<file path="config.mk">
export PLATFORM = sky130hd
export DESIGN_NAME = unified_mem_arbiter
export DESIGN_NICKNAME = d
export VERILOG_FILES = /design/src/rtl/unified_mem_arbiter.sv
export SDC_FILE = /design/constraint.sdc
export NUM_CORES = 1
export LEC_CHECK = 0
export ABC_AREA = 1
export CORE_MARGIN = 8
export CORE_UTILIZATION = 35
export CTS_CLUSTER_DIAMETER = 60
export CTS_CLUSTER_SIZE = 16
export DETAILED_ROUTE_END_ITERATION = 10
export PLACE_DENSITY = 0.78
export RECOVER_POWER = 50
export SLEW_MARGIN = 20
export SYNTH_ARGS = -nofsm -noshare
export SYNTH_HDL_FRONTEND = slang
export SYNTH_SLANG_ARGS = --single-unit
</file>
<file path="constraint.sdc">
create_clock -name clk -period 1.9 [get_ports clk]
set_input_delay 0.19 -clock clk [delete_from_list [all_inputs] [get_ports clk]]
set_output_delay 0.19 -clock clk [all_outputs]
set_load 0.02 [all_outputs]
</file>
<file path="src/rtl/unified_mem_arbiter.sv">
// Arbiter sharing one single-ported, fixed-latency memory between instruction fetch
// and data load/store. Each access lasts MEM_LAT cycles and ends with a one-cycle ready pulse.
module unified_mem_arbiter #(
    parameter int ADDR_W  = 32,
    parameter int DATA_W  = 32,
    parameter int MEM_LAT = 2
) (
    input  logic              clk,
    input  logic              rst_n,
    input  logic              if_req,
    input  logic [ADDR_W-1:0] if_addr,
    output logic [DATA_W-1:0] if_rdata,
    output logic              if_ready,
    input  logic              dm_req,
    input  logic              dm_we,
    input  logic [ADDR_W-1:0] dm_addr,
    input  logic [DATA_W-1:0] dm_wdata,
    output logic [DATA_W-1:0] dm_rdata,
    output logic              dm_ready,
    output logic              mem_en,
    output logic              mem_we,
    output logic [ADDR_W-1:0] mem_addr,
    output logic [DATA_W-1:0] mem_wdata,
    input  logic [DATA_W-1:0] mem_rdata,
    output logic              stall_if,
    output logic              stall_mem
);

    typedef enum logic [1:0] {
        IDLE   = 2'd0,
        IF_ACC = 2'd1,
        DM_ACC = 2'd2
    } state_e;

    localparam logic [3:0] CNT_INIT = 4'(MEM_LAT - 1);

    state_e            state_q, state_d;
    logic [3:0]        cnt_q, cnt_d;
    logic              last_dm_q, last_dm_d;
    logic              mem_en_q, mem_en_d;
    logic              mem_we_q, mem_we_d;
    logic [ADDR_W-1:0] mem_addr_q, mem_addr_d;
    logic [DATA_W-1:0] mem_wdata_q, mem_wdata_d;
    logic              if_ready_q, if_ready_d;
    logic              dm_ready_q, dm_ready_d;
    logic [DATA_W-1:0] if_rdata_q, if_rdata_d;
    logic [DATA_W-1:0] dm_rdata_q, dm_rdata_d;

    logic if_elig_s;
    logic dm_elig_s;
    logic grant_if_s;
    logic grant_dm_s;

    // A requester in its ready cycle is already moving on, so its stale req is ignored.
    assign if_elig_s  = if_req & ~if_ready_q;
    assign dm_elig_s  = dm_req & ~dm_ready_q;
    assign grant_if_s = if_elig_s & (~dm_elig_s | last_dm_q);
    assign grant_dm_s = dm_elig_s & ~grant_if_s;

    // Next-state and next-output logic for the access sequencer
    always_comb begin
        state_d     = state_q;
        cnt_d       = cnt_q;
        last_dm_d   = last_dm_q;
        mem_en_d    = mem_en_q;
        mem_we_d    = mem_we_q;
        mem_addr_d  = mem_addr_q;
        mem_wdata_d = mem_wdata_q;
        if_ready_d  = 1'b0;
        dm_ready_d  = 1'b0;
        if_rdata_d  = if_rdata_q;
        dm_rdata_d  = dm_rdata_q;

        case (state_q)
            IDLE: begin
                if (grant_dm_s) begin
                    state_d     = DM_ACC;
                    cnt_d       = CNT_INIT;
                    last_dm_d   = 1'b1;
                    mem_en_d    = 1'b1;
                    mem_we_d    = dm_we;
                    mem_addr_d  = dm_addr;
                    mem_wdata_d = dm_wdata;
                end else if (grant_if_s) begin
                    state_d    = IF_ACC;
                    cnt_d      = CNT_INIT;
                    last_dm_d  = 1'b0;
                    mem_en_d   = 1'b1;
                    mem_we_d   = 1'b0;
                    mem_addr_d = if_addr;
                end else begin
                    state_d = IDLE;
                end
            end
            IF_ACC, DM_ACC: begin
                if (cnt_q == 4'd0) begin
                    state_d  = IDLE;
                    mem_en_d = 1'b0;
                    mem_we_d = 1'b0;
                    if (state_q == IF_ACC) begin
                        if_rdata_d = mem_rdata;
                        if_ready_d = 1'b1;
                    end else begin
                        dm_rdata_d = mem_rdata;
                        dm_ready_d = 1'b1;
                    end
                end else begin
                    cnt_d = cnt_q - 4'd1;
                end
            end
            default: begin
                state_d  = IDLE;
                cnt_d    = 4'd0;
                mem_en_d = 1'b0;
                mem_we_d = 1'b0;
            end
        endcase
    end

    // State and output registers; reset abandons any access in flight
    always_ff @(posedge clk) begin
        if (!rst_n) begin
            state_q     <= IDLE;
            cnt_q       <= 4'd0;
            last_dm_q   <= 1'b0;
            mem_en_q    <= 1'b0;
            mem_we_q    <= 1'b0;
            mem_addr_q  <= '0;
            mem_wdata_q <= '0;
            if_ready_q  <= 1'b0;
            dm_ready_q  <= 1'b0;
            if_rdata_q  <= '0;
            dm_rdata_q  <= '0;
        end else begin
            state_q     <= state_d;
            cnt_q       <= cnt_d;
            last_dm_q   <= last_dm_d;
            mem_en_q    <= mem_en_d;
            mem_we_q    <= mem_we_d;
            mem_addr_q  <= mem_addr_d;
            mem_wdata_q <= mem_wdata_d;
            if_ready_q  <= if_ready_d;
            dm_ready_q  <= dm_ready_d;
            if_rdata_q  <= if_rdata_d;
            dm_rdata_q  <= dm_rdata_d;
        end
    end

    assign mem_en    = mem_en_q;
    assign mem_we    = mem_we_q;
    assign mem_addr  = mem_addr_q;
    assign mem_wdata = mem_wdata_q;
    assign if_ready  = if_ready_q;
    assign dm_ready  = dm_ready_q;
    assign if_rdata  = if_rdata_q;
    assign dm_rdata  = dm_rdata_q;
    assign stall_if  = if_req & ~if_ready_q;
    assign stall_mem = dm_req & ~dm_ready_q;

endmodule

</file>
==> results of run 1 <==
worst register-to-register path: cells and delay by family, from the launching register on:
family	cells	cell delay, ps
buffers and inverters	2	520
AND/OR/NAND/NOR	4	460
flip-flops	1	370
adder cells (fa/ha/maj)	1	330
synthesized netlist by cell type, types with 4 or more instances:
cell type	count	share of area
buf_1	4	0.0026
buf_2	15	0.013
o21ai_0	6	0.0052
a21oi_1	8	0.0069
inv_1	78	0.051
nand2_1	149	0.097
nand3_1	67	0.058
clkbuf_1	12	0.0078
nor2_1	262	0.17
dfxtp_1	139	0.48
buf_4	16	0.021
inv_2	6	0.0039
o21ai_1	61	0.053
ha_1	4	0.0086
registers in the layout, indices dropped and copies added (netlist names):
register   cells
cnt_q          4
dm_rdata      32
dm_ready       1
if_rdata      32
if_ready       1
last_dm_q      1
mem_addr      32
mem_en         1
mem_wdata     32
mem_we         1
state_q        2
per-layer routing:
metal / wire length (um) / part of all wire / vias up / GRT usage
li1: - / - / 3088 / -
met1: 7490 / 0.40 / 2623 / 0.1929
met2: 8788 / 0.47 / 190 / 0.2897
met3: 2028 / 0.11 / 21 / 0.07579
met4: 281 / 0.015 / 0 / 0.05915
met5: 0 / 0 / - / 0
kinds of logic (layout without fill, tap and decap cells):
kind of cell,Yosys count,count (layout),synth area share
XOR/XNOR,1,1,0.001512
buffers and inverters,134,400,0.1035
AO/OA/AOI/OAI,76,76,0.06760
AND/OR/NAND/NOR,489,489,0.3384
adder cells (fa/ha/maj),4,4,0.008640
flip-flops,139,139,0.4803
final cells by class:
type | count | area (sq um)
Clock buffer | 18 | 439.2
Clock inverter | 14 | 132.6
Fill cell | 1526 | 7248
Inverter | 85 | 324.1
Multi-Input combinational cell | 570 | 2416
Sequential cell | 139 | 2783
Tap cell | 220 | 275.3
Timing Repair Buffer | 283 | 2789
worst max-delay path by stage:
stage / cells after the start / start / slack, ps / endpoint
6_report: 4 / dm_ready$_SDFF_PN0_ / 110 / stall_mem
5_1_grt: 7 / state_q[0]$_SDFFE_PN0P_ / 8 / if_rdata[5]$_SDFFE_PN0P_
4_1_cts: 4 / if_ready$_SDFF_PN0_ / 60 / stall_if
3_5_place_dp: 7 / state_q[0]$_SDFFE_PN0P_ / 110 / dm_rdata[16]$_SDFFE_PN0P_
3_3_place_gp: 6 / state_q[0]$_SDFFE_PN0P_ / 160 / dm_ready$_SDFF_PN0_
2_1_floorplan: 8 / state_q[0]$_SDFFE_PN0P_ / 420 / if_rdata[10]$_SDFFE_PN0P_
report_power, final:
| group | leakage, nW | internal [mW] | switching (mW) |
|---|---|---|---|
| Clock | 0.275 | 1.86 | 1.34 |
| Combinational | 2.99 | 2.63 | 3.91 |
| Sequential | 1.14 | 3.89 | 0.462 |
through the flow:
stage / total power, mW / cells / cell area [sq um]
after floorplan: 8.505 / 843 / 5793
after global placement: 11.17 / 1297 / 8631
after detailed placement: 11.30 / 1297 / 8631
after CTS: 14.58 / 1329 / 9203
after global routing: 15.12 / 1329 / 9159
final: 14.08 / 1329 / 9159
==> impl_metrics.csv, run 1 <==
group,metric,value,unit
die,die_height,144.7,um
worst_setup_path,cp_slowest_cell,"clkdlybuf4s50_1",
die,core,16410,sq um
worst_setup_path,cp.arrival,1600,ps
worst_setup_path,regToRegSetupSlack,140,ps
route,ant_nets,0,
logic_synthesis,syn_area,5793,sq um
power,powerDensity,1537,nW/um^2
route,drc,0,
cts,clockBufferDepth,2,
worst_setup_path,path_cells,"inv_2 -> nand2_2 -> inv_4 -> clkdlybuf4s50_1",
timing,period_minus_slack,1794,ps
worst_setup_path,cp_slowest_stage_delay,640,ps
timing,fin_skew,11.39,ps
cts,postCtsSetupRepairBufs,0,
final_layout,fin_util,0.5582,
cts,insertion_delay,420,ps
timing,hold_slack,140.0,ps
logic_synthesis,synth_edf_count,0,
global_route,grt_start_max_net_pins,75,
placed_design,place.gp.congestion,0.7962,
worst_setup_path,start_kind,"flip-flop",
cts,clock-sinks,139,
final_layout,diodes,0,
logic_synthesis,syn-instance-count,843,
cts,cts_hold_buf,0,
logic_synthesis,ys.flop_type,"dfxtp_1",
cts,cts_resized,0,
die,ios,267,
final_layout,syn2layout_area_growth,58.10,%
logic_synthesis,synth_warnings,0,
placed_design,pre_cts_ws,108.7,ps
timing,finalHoldViolations,0,
hold_path,min_from,"rst_n",
logic_synthesis,postSynthAreaPerCell,6.872,sq um
worst_setup_path,crit_family,"buffers and inverters",
timing,final_max_slew_viol_count,0,
final_layout,drive_above_1_share,0.05681,
outcome,status,"finished, final reports clean",
placed_design,io_buffers,266,
cts,clkSlewWorstSetupHoldPaths,60,ps
worst_setup_path,worst-path-buf-inv,3,
job,max_cap_viol_count,0,
timing,setup-violations-final,0,
timing,finalWorstSetupSlack,106.0,ps
logic_synthesis,seq_area_frac_synth,0.4803,
timing,fmax,557.4,MHz
global_route,grt_antenna_before_repair,0,
hold_path,holdPathEnd,"dm_rdata[9]$_SDFFE_PN0P_",
worst_setup_path,ff2ff_path_depth,7,
die,die-width,144.7,um
die,die-area,20920,sq um
placed_design,dp_hpwl,13330,um
timing,finalCritPeriodShare,0.9442,
worst_setup_path,path_max_fanout,4,
route,drt_wl_total,18590,um
worst_setup_path,worstSetupEndpointType,"output pin",
global_route,grt_pass1_wl,28370,um
route,dr.pass1.iters,4,
global_route,grt_remaining_overflow,0,
hold_path,hold_path.class,"primary input to flip-flop",
global_route,first_global_vias,5590,
route,vias,5922,
worst_setup_path,path_class,"flip-flop to output pin",
final_layout,final_common_cell,"nor2_1",
route,drt_iter0_drc,271,
hold_path,hold_depth,3,
cts,cts_tree,"built",
cts,cts_buffers,17,
timing,rsz0062_at_grt,"false",
worst_setup_path,cp.required,1710,ps
timing,relSlewSlack,0.5820,
logic_synthesis,async_reset_ff_frac,0,
power,leakage,4.406,nW
timing,worst_pin_slew,626.1,ps
logic_synthesis,yosys.cell_types.count,25,
worst_setup_path,reg2reg_to,"if_rdata[22]$_SDFFE_PN0P_",
die,start_util,0.3531,
final_layout,nets,1233,
route,wl_per_cell,13.99,um
timing,setup_tns,0,ps
cts,htreeDepth,4,
route,vias_per_cell,4.456,
logic_synthesis,synth_fp_nets,980,
worst_setup_path,r2r_start,"state_q[0]$_SDFFE_PN0P_",
cts,cts_root_buf,"clkbuf_16",
global_route,track_usage,0.1731,
logic_synthesis,ys_seq_elements,139,
die,placementRows,47,
final_layout,layout_common_cells,"nor2_1 (262), clkdlybuf4s50_1 (190), nand2_1 (149)",
power,ir_drop,0.8831,mV
Power figures use the tool's default switching activity.
==> run 2, diff against run 1 <==
--- a/config.mk
+++ b/config.mk
@@ -5,15 +5,14 @@
 export SDC_FILE = /design/constraint.sdc
 export NUM_CORES = 1
 export LEC_CHECK = 0
-export ABC_AREA = 1
 export CORE_MARGIN = 8
 export CORE_UTILIZATION = 35
 export CTS_CLUSTER_DIAMETER = 60
 export CTS_CLUSTER_SIZE = 16
 export DETAILED_ROUTE_END_ITERATION = 10
-export PLACE_DENSITY = 0.78
+export PLACE_DENSITY = 0.79
 export RECOVER_POWER = 50
-export SLEW_MARGIN = 20
+export SLEW_MARGIN = 5
 export SYNTH_ARGS = -nofsm -noshare
 export SYNTH_HDL_FRONTEND = slang
 export SYNTH_SLANG_ARGS = --single-unit
==> impl_metrics.csv, run 2 <==
group,metric,value,unit
outcome,status,"finished, final reports clean",
worst_setup_path,cp-endpoint,"dm_rdata[27]$_SDFFE_PN0P_",
timing,period_minus_slack,1779,ps
final_layout,layout.cells.non_filler,1143,
global_route,track_usage,0.1778,
cts,cts_resized,2,
cts,clkSlewWorstSetupHoldPaths,60,ps
power,powerDensity,1096,nW/um^2
worst_setup_path,cp.arrival,2070,ps
power,leakage,3.639,nW
final_layout,syn2layout_area_growth,64.69,%
die,placementRows,46,
worst_setup_path,r2r_start,"state_q[0]$_SDFFE_PN0P_",
logic_synthesis,netlist.area_leader.share,0.5063,
worst_setup_path,reg2reg_to,"dm_rdata[27]$_SDFFE_PN0P_",
die,core,15600,sq um
cts,insertion_delay,410,ps
logic_synthesis,synthTopCellsByCount,"nand2_1 (261), dfxtp_1 (139), a21boi_0 (52), a21boi_1 (47), o21ai_0 (35)",
placed_design,place.gp.congestion,0.8138,
cts,clock-sinks,139,
timing,worst_pin_slew,406.2,ps
final_layout,final_common_cell,"nand2_1",
timing,final_max_slew_viol_count,0,
logic_synthesis,ys_seq_elements,139,
logic_synthesis,ys.flop_type,"dfxtp_1",
power,swShare,0.3009,
cts,cts_root_buf,"clkbuf_16",
global_route,grt_start_max_net_pins,67,
logic_synthesis,syn_area,5497,sq um
route,vias_per_cell,4.660,
worst_setup_path,cp.required,2200,ps
timing,relSlewSlack,0.7292,
logic_synthesis,synth_fp_nets,802,
global_route,grt_pass1_wl,28190,um
die,start_util,0.3524,
cts,cts_buffers,17,
die,die_height,141.3,um
logic_synthesis,seq_area_frac_synth,0.5063,
logic_synthesis,syn-instance-count,665,
final_layout,drive_above_1_share,0.05609,
global_route,first_global_vias,5378,
cts,clockBufferDepth,2,
power,ir_drop,0.5692,mV
worst_setup_path,path_max_fanout,32,
global_route,grt_remaining_overflow,0,
cts,htreeDepth,4,
worst_setup_path,worstSetupEndpointType,"flip-flop",
logic_synthesis,yosys.area.top_type,"dfxtp_1",
timing,fmax,562.1,MHz
timing,hold_slack,215.6,ps
timing,fin_skew,6.024,ps
placed_design,io_buffers,266,
logic_synthesis,synth_edf_count,0,
route,dr.pass1.iters,4,
route,drt_iter0_drc,228,
logic_synthesis,yosysMostFrequentCell,"nand2_1",
route,drt_wl_total,17510,um
power,p_int,6.936,mW
route,ant_nets,0,
die,die-width,141.3,um
worst_setup_path,setup.worst_path.start,"state_q[0]$_SDFFE_PN0P_",
timing,finalHoldViolations,0,
route,drc,0,
logic_synthesis,yosys.cell_types.count,34,
timing,setup_tns,0,ps
placed_design,dp_cells,1111,
power,clockPowerShare,0.360,
global_route,grt_antenna_before_repair,0,
power,seqPwrFrac,0.354,
hold_path,hold_path.class,"primary input to flip-flop",
logic_synthesis,synth_warnings,0,
final_layout,diodes,0,
power,p_comb_frac,0.286,
die,die-area,19970,sq um
timing,finalCritPeriodShare,0.9364,
logic_synthesis,async_reset_ff_frac,0,
route,vias,5326,
timing,setup-violations-final,0,
cts,cts_tree,"built",
cts,postCtsSetupRepairBufs,0,
worst_setup_path,ff2ff_path_depth,7,
route,wl_per_cell,15.32,um
final_layout,nets,1051,
cts,cts_hold_buf,0,
worst_setup_path,start_kind,"flip-flop",
logic_synthesis,postSynthAreaPerCell,8.265,sq um
timing,rsz0062_at_grt,"false",
placed_design,dp_hpwl,12700,um
die,ios,267,
final_layout,layout_common_cells,"nand2_1 (261), clkdlybuf4s50_1 (163), dfxtp_1 (139)",
job,max_cap_viol_count,0,
power,p_switching,2.985,mW
logic_synthesis,synth.area.top_cells,"dfxtp_1 (51%), nand2_1 (18%), a21boi_0 (7.1%)",
worst_setup_path,path_class,"flip-flop to flip-flop",
worst_setup_path,regToRegSetupSlack,120,ps
## run 2: area by class of cell
class | instances | area, sq um
fill | 1368 | 6545
tap | 216 | 270.3
clock buffer | 23 | 488.0
clock inverter | 9 | 158.9
timing repair buffer | 280 | 2867
sequential | 139 | 2783
multi-input combinational | 470 | 2464
inverter | 6 | 22.52
## run 2: how the worst min path moves through the flow
stage / startpoint / endpoint / slack, ps / cells after the start
6_report: rst_n / dm_rdata[26]$_SDFFE_PN0P_ / 220 / 2
4_1_cts: rst_n / mem_addr[3]$_SDFFE_PN0P_ / 200 / 3
5_1_grt: rst_n / cnt_q[0]$_SDFFE_PN0P_ / 220 / 3
2_1_floorplan: mem_rdata[10] / dm_rdata[10]$_SDFFE_PN0P_ / 320 / 2
3_5_place_dp: mem_wdata[30]$_SDFFE_PN0P_ / mem_wdata[30]$_SDFFE_PN0P_ / 440 / 2
3_3_place_gp: dm_rdata[4]$_SDFFE_PN0P_ / dm_rdata[4]$_SDFFE_PN0P_ / 440 / 2
## run 2: cells by family (layout without fill, tap and decap cells)
logic type / Yosys count / after routing / share of synthesized area
AND/OR/NAND/NOR: 289 / 289 / 0.2156
AO/OA/AOI/OAI: 172 / 172 / 0.2117
flip-flops: 139 / 139 / 0.5063
buffers and inverters: 56 / 318 / 0.04826
multiplexers: 5 / 5 / 0.009106
adder cells (fa/ha/maj): 4 / 4 / 0.009106
## run 2: power by group through the flow
stage          clock network (mW)  registers [mW]  logic, mW
3_3_place_gp                    0            3.57       2.96
4_1_cts                      3.66            3.53       2.99
3_5_place_dp                    0            3.58       2.98
5_1_grt                      3.79            3.56       3.11
2_1_floorplan                   0            4.01       1.10
6_report                     3.57            3.51       2.84
## run 2: stage by stage
| stage | utilization | setup WS (ps) | cell area (sq um) | power (mW) |
|---|---|---|---|---|
| floorplan | - | 152.2 | 5497 | 5.109 |
| global placement | 0.5396 | 130.7 | 8417 | 6.527 |
| detailed placement | 0.5396 | 93.03 | 8417 | 6.567 |
| CTS | 0.5809 | 115.9 | 9061 | 10.18 |
| global route | 0.5804 | 17.03 | 9052 | 10.45 |
| finish | 0.5804 | 120.8 | 9052 | 9.921 |
## run 2: layer usage
layer / wire [um] / global-route usage
met1: 7010 / 0.2023
met2: 8092 / 0.2869
met3: 2141 / 0.08468
met4: 263 / 0.06222
met5: 0 / 0
## run 2: critical path, cell delays in order (launching register included)
cell	delay, ps
dfxtp_1	380
inv_1	60
ha_1	310
nand2_2	90
or4_1	470
buf_12	200
nand2_1	80
a21boi_1	60
